--- src/rtl/apb_master_engine.sv ---
// -----------------------------------------------------------------------------
// apb_master_engine
//   Parametrised APB master. Read/write commands are queued in a small FIFO,
//   each one optionally preceded by a programmable number of idle cycles, then
//   driven as a full APB SETUP/ACCESS transfer that honours pready wait states
//   and pslverr. Exactly one response is returned per command through a
//   single valid/ready response register.
//
//   Build option:
//     APB_TIMEOUT_EN - when defined, an ACCESS phase that sees pready=0 for
//                      TIMEOUT_CYC cycles is aborted and answered with
//                      rsp_slverr=1, rsp_timeout=1, rsp_rdata=0. When
//                      undefined, ACCESS waits indefinitely and rsp_timeout
//                      is tied low.
//
//   Ports
//     pclk, preset               clock (rising edge), async active-high reset
//     cmd_valid / cmd_ready      command handshake (cmd_ready = FIFO not full)
//     cmd_write, cmd_addr,       command payload: direction, address,
//     cmd_wdata, cmd_delay       write data, idle cycles before SETUP
//     rsp_valid / rsp_ready      response handshake (held until accepted)
//     rsp_rdata, rsp_slverr,     read data (0 for writes), slave error,
//     rsp_timeout                transfer aborted by timeout
//     psel, penable, pwrite,     APB requester signals
//     paddr, pwdata
//     prdata, pready, pslverr    APB completer signals
//     busy                       FSM active, FIFO non-empty or response pending
// -----------------------------------------------------------------------------
module apb_master_engine #(
   parameter int ADDR_W      = 8,
   parameter int DATA_W      = 32,
   parameter int CMD_DEPTH   = 4,
   parameter int DLY_W       = 4,
   parameter int TIMEOUT_CYC = 16
) (
   input  logic              pclk,
   input  logic              preset,
   input  logic              cmd_valid,
   output logic              cmd_ready,
   input  logic              cmd_write,
   input  logic [ADDR_W-1:0] cmd_addr,
   input  logic [DATA_W-1:0] cmd_wdata,
   input  logic [DLY_W-1:0]  cmd_delay,
   output logic              rsp_valid,
   input  logic              rsp_ready,
   output logic [DATA_W-1:0] rsp_rdata,
   output logic              rsp_slverr,
   output logic              rsp_timeout,
   output logic              psel,
   output logic              penable,
   output logic              pwrite,
   output logic [ADDR_W-1:0] paddr,
   output logic [DATA_W-1:0] pwdata,
   input  logic [DATA_W-1:0] prdata,
   input  logic              pready,
   input  logic              pslverr,
   output logic              busy
);

   localparam int PTR_W = (CMD_DEPTH > 1) ? $clog2(CMD_DEPTH) : 1;
   localparam int CNT_W = PTR_W + 1;
   localparam int CMD_W = 1 + ADDR_W + DATA_W + DLY_W;

   typedef enum logic [1:0] {
      S_IDLE,
      S_DELAY,
      S_SETUP,
      S_ACCESS
   } state_t;

   // ---------------------------------------------------------------- FIFO
   logic [CMD_W-1:0] fifo_mem [CMD_DEPTH];
   logic [PTR_W-1:0] wr_ptr_q, wr_ptr_d;
   logic [PTR_W-1:0] rd_ptr_q, rd_ptr_d;
   logic [CNT_W-1:0] count_q, count_d;
   logic             fifo_full;
   logic             fifo_empty;
   logic             push;
   logic             pop;

   logic              head_write;
   logic [ADDR_W-1:0] head_addr;
   logic [DATA_W-1:0] head_wdata;
   logic [DLY_W-1:0]  head_delay;

   // ----------------------------------------------------------------- FSM
   state_t            state_q;
   logic [DLY_W-1:0]  dly_cnt_q;
   logic              hold_write_q;
   logic [ADDR_W-1:0] hold_addr_q;
   logic [DATA_W-1:0] hold_wdata_q;
   logic              psel_q;
   logic              penable_q;
   logic              pwrite_q;
   logic [ADDR_W-1:0] paddr_q;
   logic [DATA_W-1:0] pwdata_q;
   logic              rsp_valid_q;
   logic [DATA_W-1:0] rsp_rdata_q;
   logic              rsp_slverr_q;

`ifdef APB_TIMEOUT_EN
   localparam int TO_W = $clog2(TIMEOUT_CYC + 1);
   logic [TO_W-1:0] wait_cnt_q;
   logic            rsp_timeout_q;
`else
   logic unused_timeout_cfg;
   assign unused_timeout_cfg = (TIMEOUT_CYC != 0);
`endif

   assign fifo_full  = (count_q == CNT_W'(CMD_DEPTH));
   assign fifo_empty = (count_q == '0);

   // Full is judged on the registered count, so a pop in the same cycle
   // never opens a slot for a simultaneous push.
   assign push = cmd_valid && !fifo_full;

   // A command may only start when the response register is free or is
   // being emptied in this very cycle.
   assign pop = (state_q == S_IDLE) && !fifo_empty && (!rsp_valid_q || rsp_ready);

   assign {head_write, head_addr, head_wdata, head_delay} = fifo_mem[rd_ptr_q];

   // Storage has no reset: contents are only ever read behind a non-zero count.
   always_ff @(posedge pclk) begin
      if (push) begin
         fifo_mem[wr_ptr_q] <= {cmd_write, cmd_addr, cmd_wdata, cmd_delay};
      end
   end

   always_comb begin
      wr_ptr_d = wr_ptr_q;
      rd_ptr_d = rd_ptr_q;
      count_d  = count_q;
      if (push) begin
         wr_ptr_d = wr_ptr_q + PTR_W'(1);
      end
      if (pop) begin
         rd_ptr_d = rd_ptr_q + PTR_W'(1);
      end
      case ({push, pop})
         2'b10:   count_d = count_q + CNT_W'(1);
         2'b01:   count_d = count_q - CNT_W'(1);
         default: count_d = count_q;
      endcase
   end

   always_ff @(posedge pclk or posedge preset) begin
      if (preset) begin
         wr_ptr_q <= '0;
         rd_ptr_q <= '0;
         count_q  <= '0;
      end else begin
         wr_ptr_q <= wr_ptr_d;
         rd_ptr_q <= rd_ptr_d;
         count_q  <= count_d;
      end
   end

   // Transfer sequencer. All APB and response outputs are registered here.
   always_ff @(posedge pclk or posedge preset) begin
      if (preset) begin
         state_q      <= S_IDLE;
         dly_cnt_q    <= '0;
         hold_write_q <= 1'b0;
         hold_addr_q  <= '0;
         hold_wdata_q <= '0;
         psel_q       <= 1'b0;
         penable_q    <= 1'b0;
         pwrite_q     <= 1'b0;
         paddr_q      <= '0;
         pwdata_q     <= '0;
         rsp_valid_q  <= 1'b0;
         rsp_rdata_q  <= '0;
         rsp_slverr_q <= 1'b0;
`ifdef APB_TIMEOUT_EN
         wait_cnt_q    <= '0;
         rsp_timeout_q <= 1'b0;
`endif
      end else begin
         // Consumed response clears unless a completion below reloads it.
         if (rsp_ready) begin
            rsp_valid_q <= 1'b0;
         end

         case (state_q)
            S_IDLE: begin
               if (pop) begin
                  hold_write_q <= head_write;
                  hold_addr_q  <= head_addr;
                  hold_wdata_q <= head_write ? head_wdata : '0;
                  if (head_delay == '0) begin
                     psel_q   <= 1'b1;
                     pwrite_q <= head_write;
                     paddr_q  <= head_addr;
                     pwdata_q <= head_write ? head_wdata : '0;
                     state_q  <= S_SETUP;
                  end else begin
                     dly_cnt_q <= head_delay;
                     state_q   <= S_DELAY;
                  end
               end
            end

            S_DELAY: begin
               // Counter value N means N idle cycles remain including this one.
               if (dly_cnt_q == DLY_W'(1)) begin
                  psel_q   <= 1'b1;
                  pwrite_q <= hold_write_q;
                  paddr_q  <= hold_addr_q;
                  pwdata_q <= hold_wdata_q;
                  state_q  <= S_SETUP;
               end else begin
                  dly_cnt_q <= dly_cnt_q - DLY_W'(1);
               end
            end

            S_SETUP: begin
               penable_q <= 1'b1;
               state_q   <= S_ACCESS;
`ifdef APB_TIMEOUT_EN
               wait_cnt_q <= '0;
`endif
            end

            S_ACCESS: begin
               if (pready) begin
                  psel_q       <= 1'b0;
                  penable_q    <= 1'b0;
                  rsp_valid_q  <= 1'b1;
                  rsp_rdata_q  <= pwrite_q ? '0 : prdata;
                  rsp_slverr_q <= pslverr;
                  state_q      <= S_IDLE;
`ifdef APB_TIMEOUT_EN
                  rsp_timeout_q <= 1'b0;
`endif
               end
`ifdef APB_TIMEOUT_EN
               else if (wait_cnt_q == TO_W'(TIMEOUT_CYC - 1)) begin
                  // Last permitted wait cycle without pready: abandon the transfer.
                  psel_q        <= 1'b0;
                  penable_q     <= 1'b0;
                  rsp_valid_q   <= 1'b1;
                  rsp_rdata_q   <= '0;
                  rsp_slverr_q  <= 1'b1;
                  rsp_timeout_q <= 1'b1;
                  state_q       <= S_IDLE;
               end else begin
                  wait_cnt_q <= wait_cnt_q + TO_W'(1);
               end
`endif
            end

            default: state_q <= S_IDLE;
         endcase
      end
   end

   assign cmd_ready  = !fifo_full;
   assign psel       = psel_q;
   assign penable    = penable_q;
   assign pwrite     = pwrite_q;
   assign paddr      = paddr_q;
   assign pwdata     = pwdata_q;
   assign rsp_valid  = rsp_valid_q;
   assign rsp_rdata  = rsp_rdata_q;
   assign rsp_slverr = rsp_slverr_q;
`ifdef APB_TIMEOUT_EN
   assign rsp_timeout = rsp_timeout_q;
`else
   assign rsp_timeout = 1'b0;
`endif
   assign busy = (state_q != S_IDLE) || !fifo_empty || rsp_valid_q;

endmodule

--- config.mk ---
export PLATFORM = sky130hd
export DESIGN_NAME = apb_master_engine
export DESIGN_NICKNAME = d
export VERILOG_FILES = /design/src/rtl/apb_master_engine.sv
export SDC_FILE = /design/constraint.sdc
export NUM_CORES = 1
export LEC_CHECK = 0
export ABC_CLOCK_PERIOD_IN_PS = 6200
export CORE_ASPECT_RATIO = 2
export CORE_UTILIZATION = 50
export CTS_BUF_LIST = sky130_fd_sc_hd__clkbuf_4 sky130_fd_sc_hd__clkbuf_8 sky130_fd_sc_hd__clkbuf_16
export CTS_CLUSTER_SIZE = 8
export DETAILED_ROUTE_END_ITERATION = 7
export PLACE_DENSITY = 0.71
export SLEW_MARGIN = 10
export SYNTH_ARGS = -nofsm -noshare
export SYNTH_HDL_FRONTEND = slang
export SYNTH_SLANG_ARGS = --single-unit
export TNS_END_PERCENT = 5
--- constraint.sdc ---
create_clock -name pclk -period 6.2 [get_ports pclk]
set_input_delay 1.24 -clock pclk [delete_from_list [all_inputs] [get_ports pclk]]
set_output_delay 1.24 -clock pclk [all_outputs]
set_load 0.02 [all_outputs]
==> impl_metrics.py <==
metrics = {
    "logic_synthesis": {
        "syn_nets": 1075,
        "syn-cell-area_sq_um": 12900,
        "netlist.area_leader.share": 0.419,
        "ys_ff_latch": 311,
        "synth.area.top_cells": "edfxtp_1 42%, dfrtp_1 25%, o21ai_0 4.0%",
        "postSynthCellCount": 979,
        "ys_seq_area_frac": 0.672,
        "yosys.area.top_type": "edfxtp_1",
        "yosysWarningCount": 0,
        "yosysUniqueCellTypes": 38,
        "syn_area_per_cell_sq_um": 13.2,
    },
    "placed_design": {
        "portBuffers": 161,
        "place.gp.congestion": 0.762,
        "hpwl_um": 16600,
        "pre_cts_slack_ps": 2240,
    },
    "sta": {
        "period_minus_slack_ps": 3670,
        "skew_ps": 10.5,
        "period_share": 0.591,
        "rsz0062_at_grt": "false",
        "timing_hold_violations_final": 0,
        "max_freq_mhz": 273,
        "worstMarginPinSlew_ps": 1090,
        "slew_headroom": 0.275,
        "fin_ws_ps": 2530,
        "holdWs_ps": 473,
        "setup-tns-final_ps": 0,
        "setup_viol": 0,
        "drv_slew": 0,
    },
    "setup_path": {
        "worstPathRequired_ps": 4960,
        "startpoint": "state_q[0]",
        "cp_common_cell": "inv_1",
        "max_stage_delay_ps": 550,
        "slowest_stage": "clkdlybuf4s50_1",
        "crit_path_end_kind": "output port",
        "crit_type": "reg -> out",
        "regToRegSetupSlack_ps": 3060,
        "cp.arrival_ps": 2430,
        "r2r-start": "rd_ptr_q[0]",
        "r2r_cells": 5,
        "rr_endpoint": "pwdata[27]",
        "start_kind": "flop",
        "cp_cell_sequence": "inv_1, ha_1, inv_1, or3_1, clkdlybuf4s50_1",
        "path_max_fanout": 6,
        "endpoint": "busy",
    },
    "clock_network": {
        "numCtsBuffers": 44,
        "post_cts_buffers": 0,
        "clkLatencyLatePin_ps": 530,
        "cts_max_level": 2,
        "cts-hold-fix-buffers": 0,
        "cts_resized": 0,
        "cts_buffer_depth": 3,
        "clkTransAtPathRegs_ps": 50,
        "cts-root-buf": "clkbuf_16",
        "cts_tree": "done",
        "clock-sinks": 311,
    },
    "detailed_routing": {
        "drc_errors": 0,
        "via_per_inst": 5.43,
        "totalWireLength_um": 28300,
        "vias": 8148,
        "wire_per_inst_um": 18.8,
        "postRouteAntennaNets": 0,
        "drtIter0Drc": 515,
        "dr.pass1.iters": 5,
    },
    "floorplan": {
        "die_y_um": 229,
        "dieWidth_um": 116,
        "start_util": 0.512,
        "core.rowCount": 82,
        "core_area_sq_um": 25200,
        "io_pins": 163,
        "die-area_sq_um": 26500,
    },
    "grt": {
        "grt_pass1_vias": 8482,
        "gr-usage-met2": 0.422,
        "gr-total-overflow": 0,
        "grt_max_degree": 107,
        "antenna_found_initial": 0,
        "grt_usage": 0.223,
        "grtUsageMet3": 0.0320,
        "top_usage_layer": "met2",
        "grt_pass1_wl_um": 44700,
        "gr-usage-met1": 0.238,
    },
    "final_layout": {
        "nFillCells": 1972,
        "diodes": 0,
        "syn2layout_area_growth_pct": 24.8,
        "layout-drive-gt1-share": 0.169,
        "multi_input_area_sq_um": 3880,
        "seq_area_sq_um": 8690,
        "fin_nets": 1230,
    },
    "power": {
        "p_leak_nw": 6.17,
        "power.density_nw_per_um2": 547,
        "ir_worst_vdd_mv": 0.305,
    },
    "status": {
        "outcome": "complete, no violations",
    },
    "worst_hold_path": {
        "hold_class": "reg -> reg",
    },
    "run": {
        "timing.max_cap.violations": 0,
    },
}
## report_power, final
part           total (mW)  leakage [nW]  internal [mW]  switching [mW]
Clock                2.31         0.702           1.48           0.826
Sequential           3.21          3.27           2.87           0.341
Combinational        3.29          2.20           1.35            1.94
## cell usage after synthesis
cell type and number:
nand2_1 82, a21o_1 1, o21ai_0 102, clkbuf_1 42
a21oi_1 73, xor2_1 3, conb_1 1, edfxtp_1 180
mux2_2 42, fa_1 1, or3b_2 1, o31ai_1 1
buf_2 7, mux4_2 12, dfrtp_1 131, xnor2_1 4
ha_1 12, nand3_1 4, and3_1 5, nor2_1 78
buf_6 7, and2_1 1, mux2i_1 45, buf_1 4
o41ai_1 1, nor2b_1 1, inv_1 16, a31o_2 1
buf_4 4, or3_1 4, nor4_4 1, nand4_1 31
a2111oi_0 1, a22oi_1 1, nand2b_1 34, nor3_1 3
o22ai_1 3, a21oi_2 39
## routing by layer
layer | routed length, um | vias up
li1 | - | 3853
met1 | 9950 | 3971
met2 | 15900 | 263
met3 | 1640 | 61
met4 | 846 | 0
met5 | 0 | -
## worst min path at each step
stage	slack, ps	from	depth (start not counted)	endpoint
after CTS	480	hold_addr_q[7]	2	hold_addr_q[7]
after floorplan	450	hold_addr_q[7]	2	hold_addr_q[7]
final	470	hold_addr_q[7]	2	hold_addr_q[7]
after detailed placement	460	hold_addr_q[7]	2	hold_addr_q[7]
after global routing	510	rsp_rdata[5]	2	rsp_rdata[5]
after global placement	460	hold_addr_q[7]	2	hold_addr_q[7]
## critical path: cells and delay by family (launching register included)
kind / cells / cell delay (ps)
buffers and inverters: 3 / 800
DFF: 1 / 420
adders and majority gates: 1 / 310
and+or+nand+nor: 1 / 380
## area by class of cell
cell class | count | share of cell area
clock buffers | 77 | 0.0847
inverters | 16 | 0.00404
multi-input cells | 588 | 0.241
flip-flops and latches | 311 | 0.539
well taps | 336 | 0.0261
repair buffers | 173 | 0.106
## state kept, by name, indices dropped and copies added (netlist names), 2 cells and up
| signal | cells |
|---|---|
| rsp_rdata | 32 |
| paddr | 8 |
| dly_cnt_q | 4 |
| hold_wdata_q | 32 |
| state_q | 2 |
| fifo_mem | 180 |
| hold_addr_q | 8 |
| pwdata | 32 |
| wr_ptr_q | 2 |
| rd_ptr_q | 2 |
| count_q | 3 |
## logic make-up after synthesis
logic type / synth area share
flops: 0.672
xor+xnor: 0.00475
mux: 0.0924
simple gates: 0.0884
buf+inv: 0.0292
other cells: 0.000290
fa+ha+maj: 0.0132
compound gates: 0.0995
## placed cells by master, fill, tap and decap left out, drive strengths merged, types with 5 or more instances in the layout
cell           synthesis  routed
and3                   5       5
edfxtp               180     180
clkdlybuf4s50          0     161
o21ai                102     102
mux4                  12      12
buf                   22      12
mux2                  42      42
dfrtp                131     131
mux2i                 45      45
nand4                 31      31
nor2                  78      78
inv                   16      16
nand2b                34      34
ha                    12      12
clkbuf                42      77
a21oi                112     112
nand2                 82      82
## metrics by stage
| step | util | power (mW) | cells | area, sq um |
|---|---|---|---|---|
| final | 0.639 | 8.81 | 1501 | 16100 |
| after global routing | 0.639 | 9.33 | 1501 | 16100 |
| after CTS | 0.639 | 8.90 | 1501 | 16100 |
| after detailed placement | 0.585 | 6.57 | 1424 | 14800 |
| after global placement | 0.585 | 6.47 | 1424 | 14800 |
| after floorplan | - | 5.40 | 979 | 12900 |
Power figures use the tool's default switching activity.
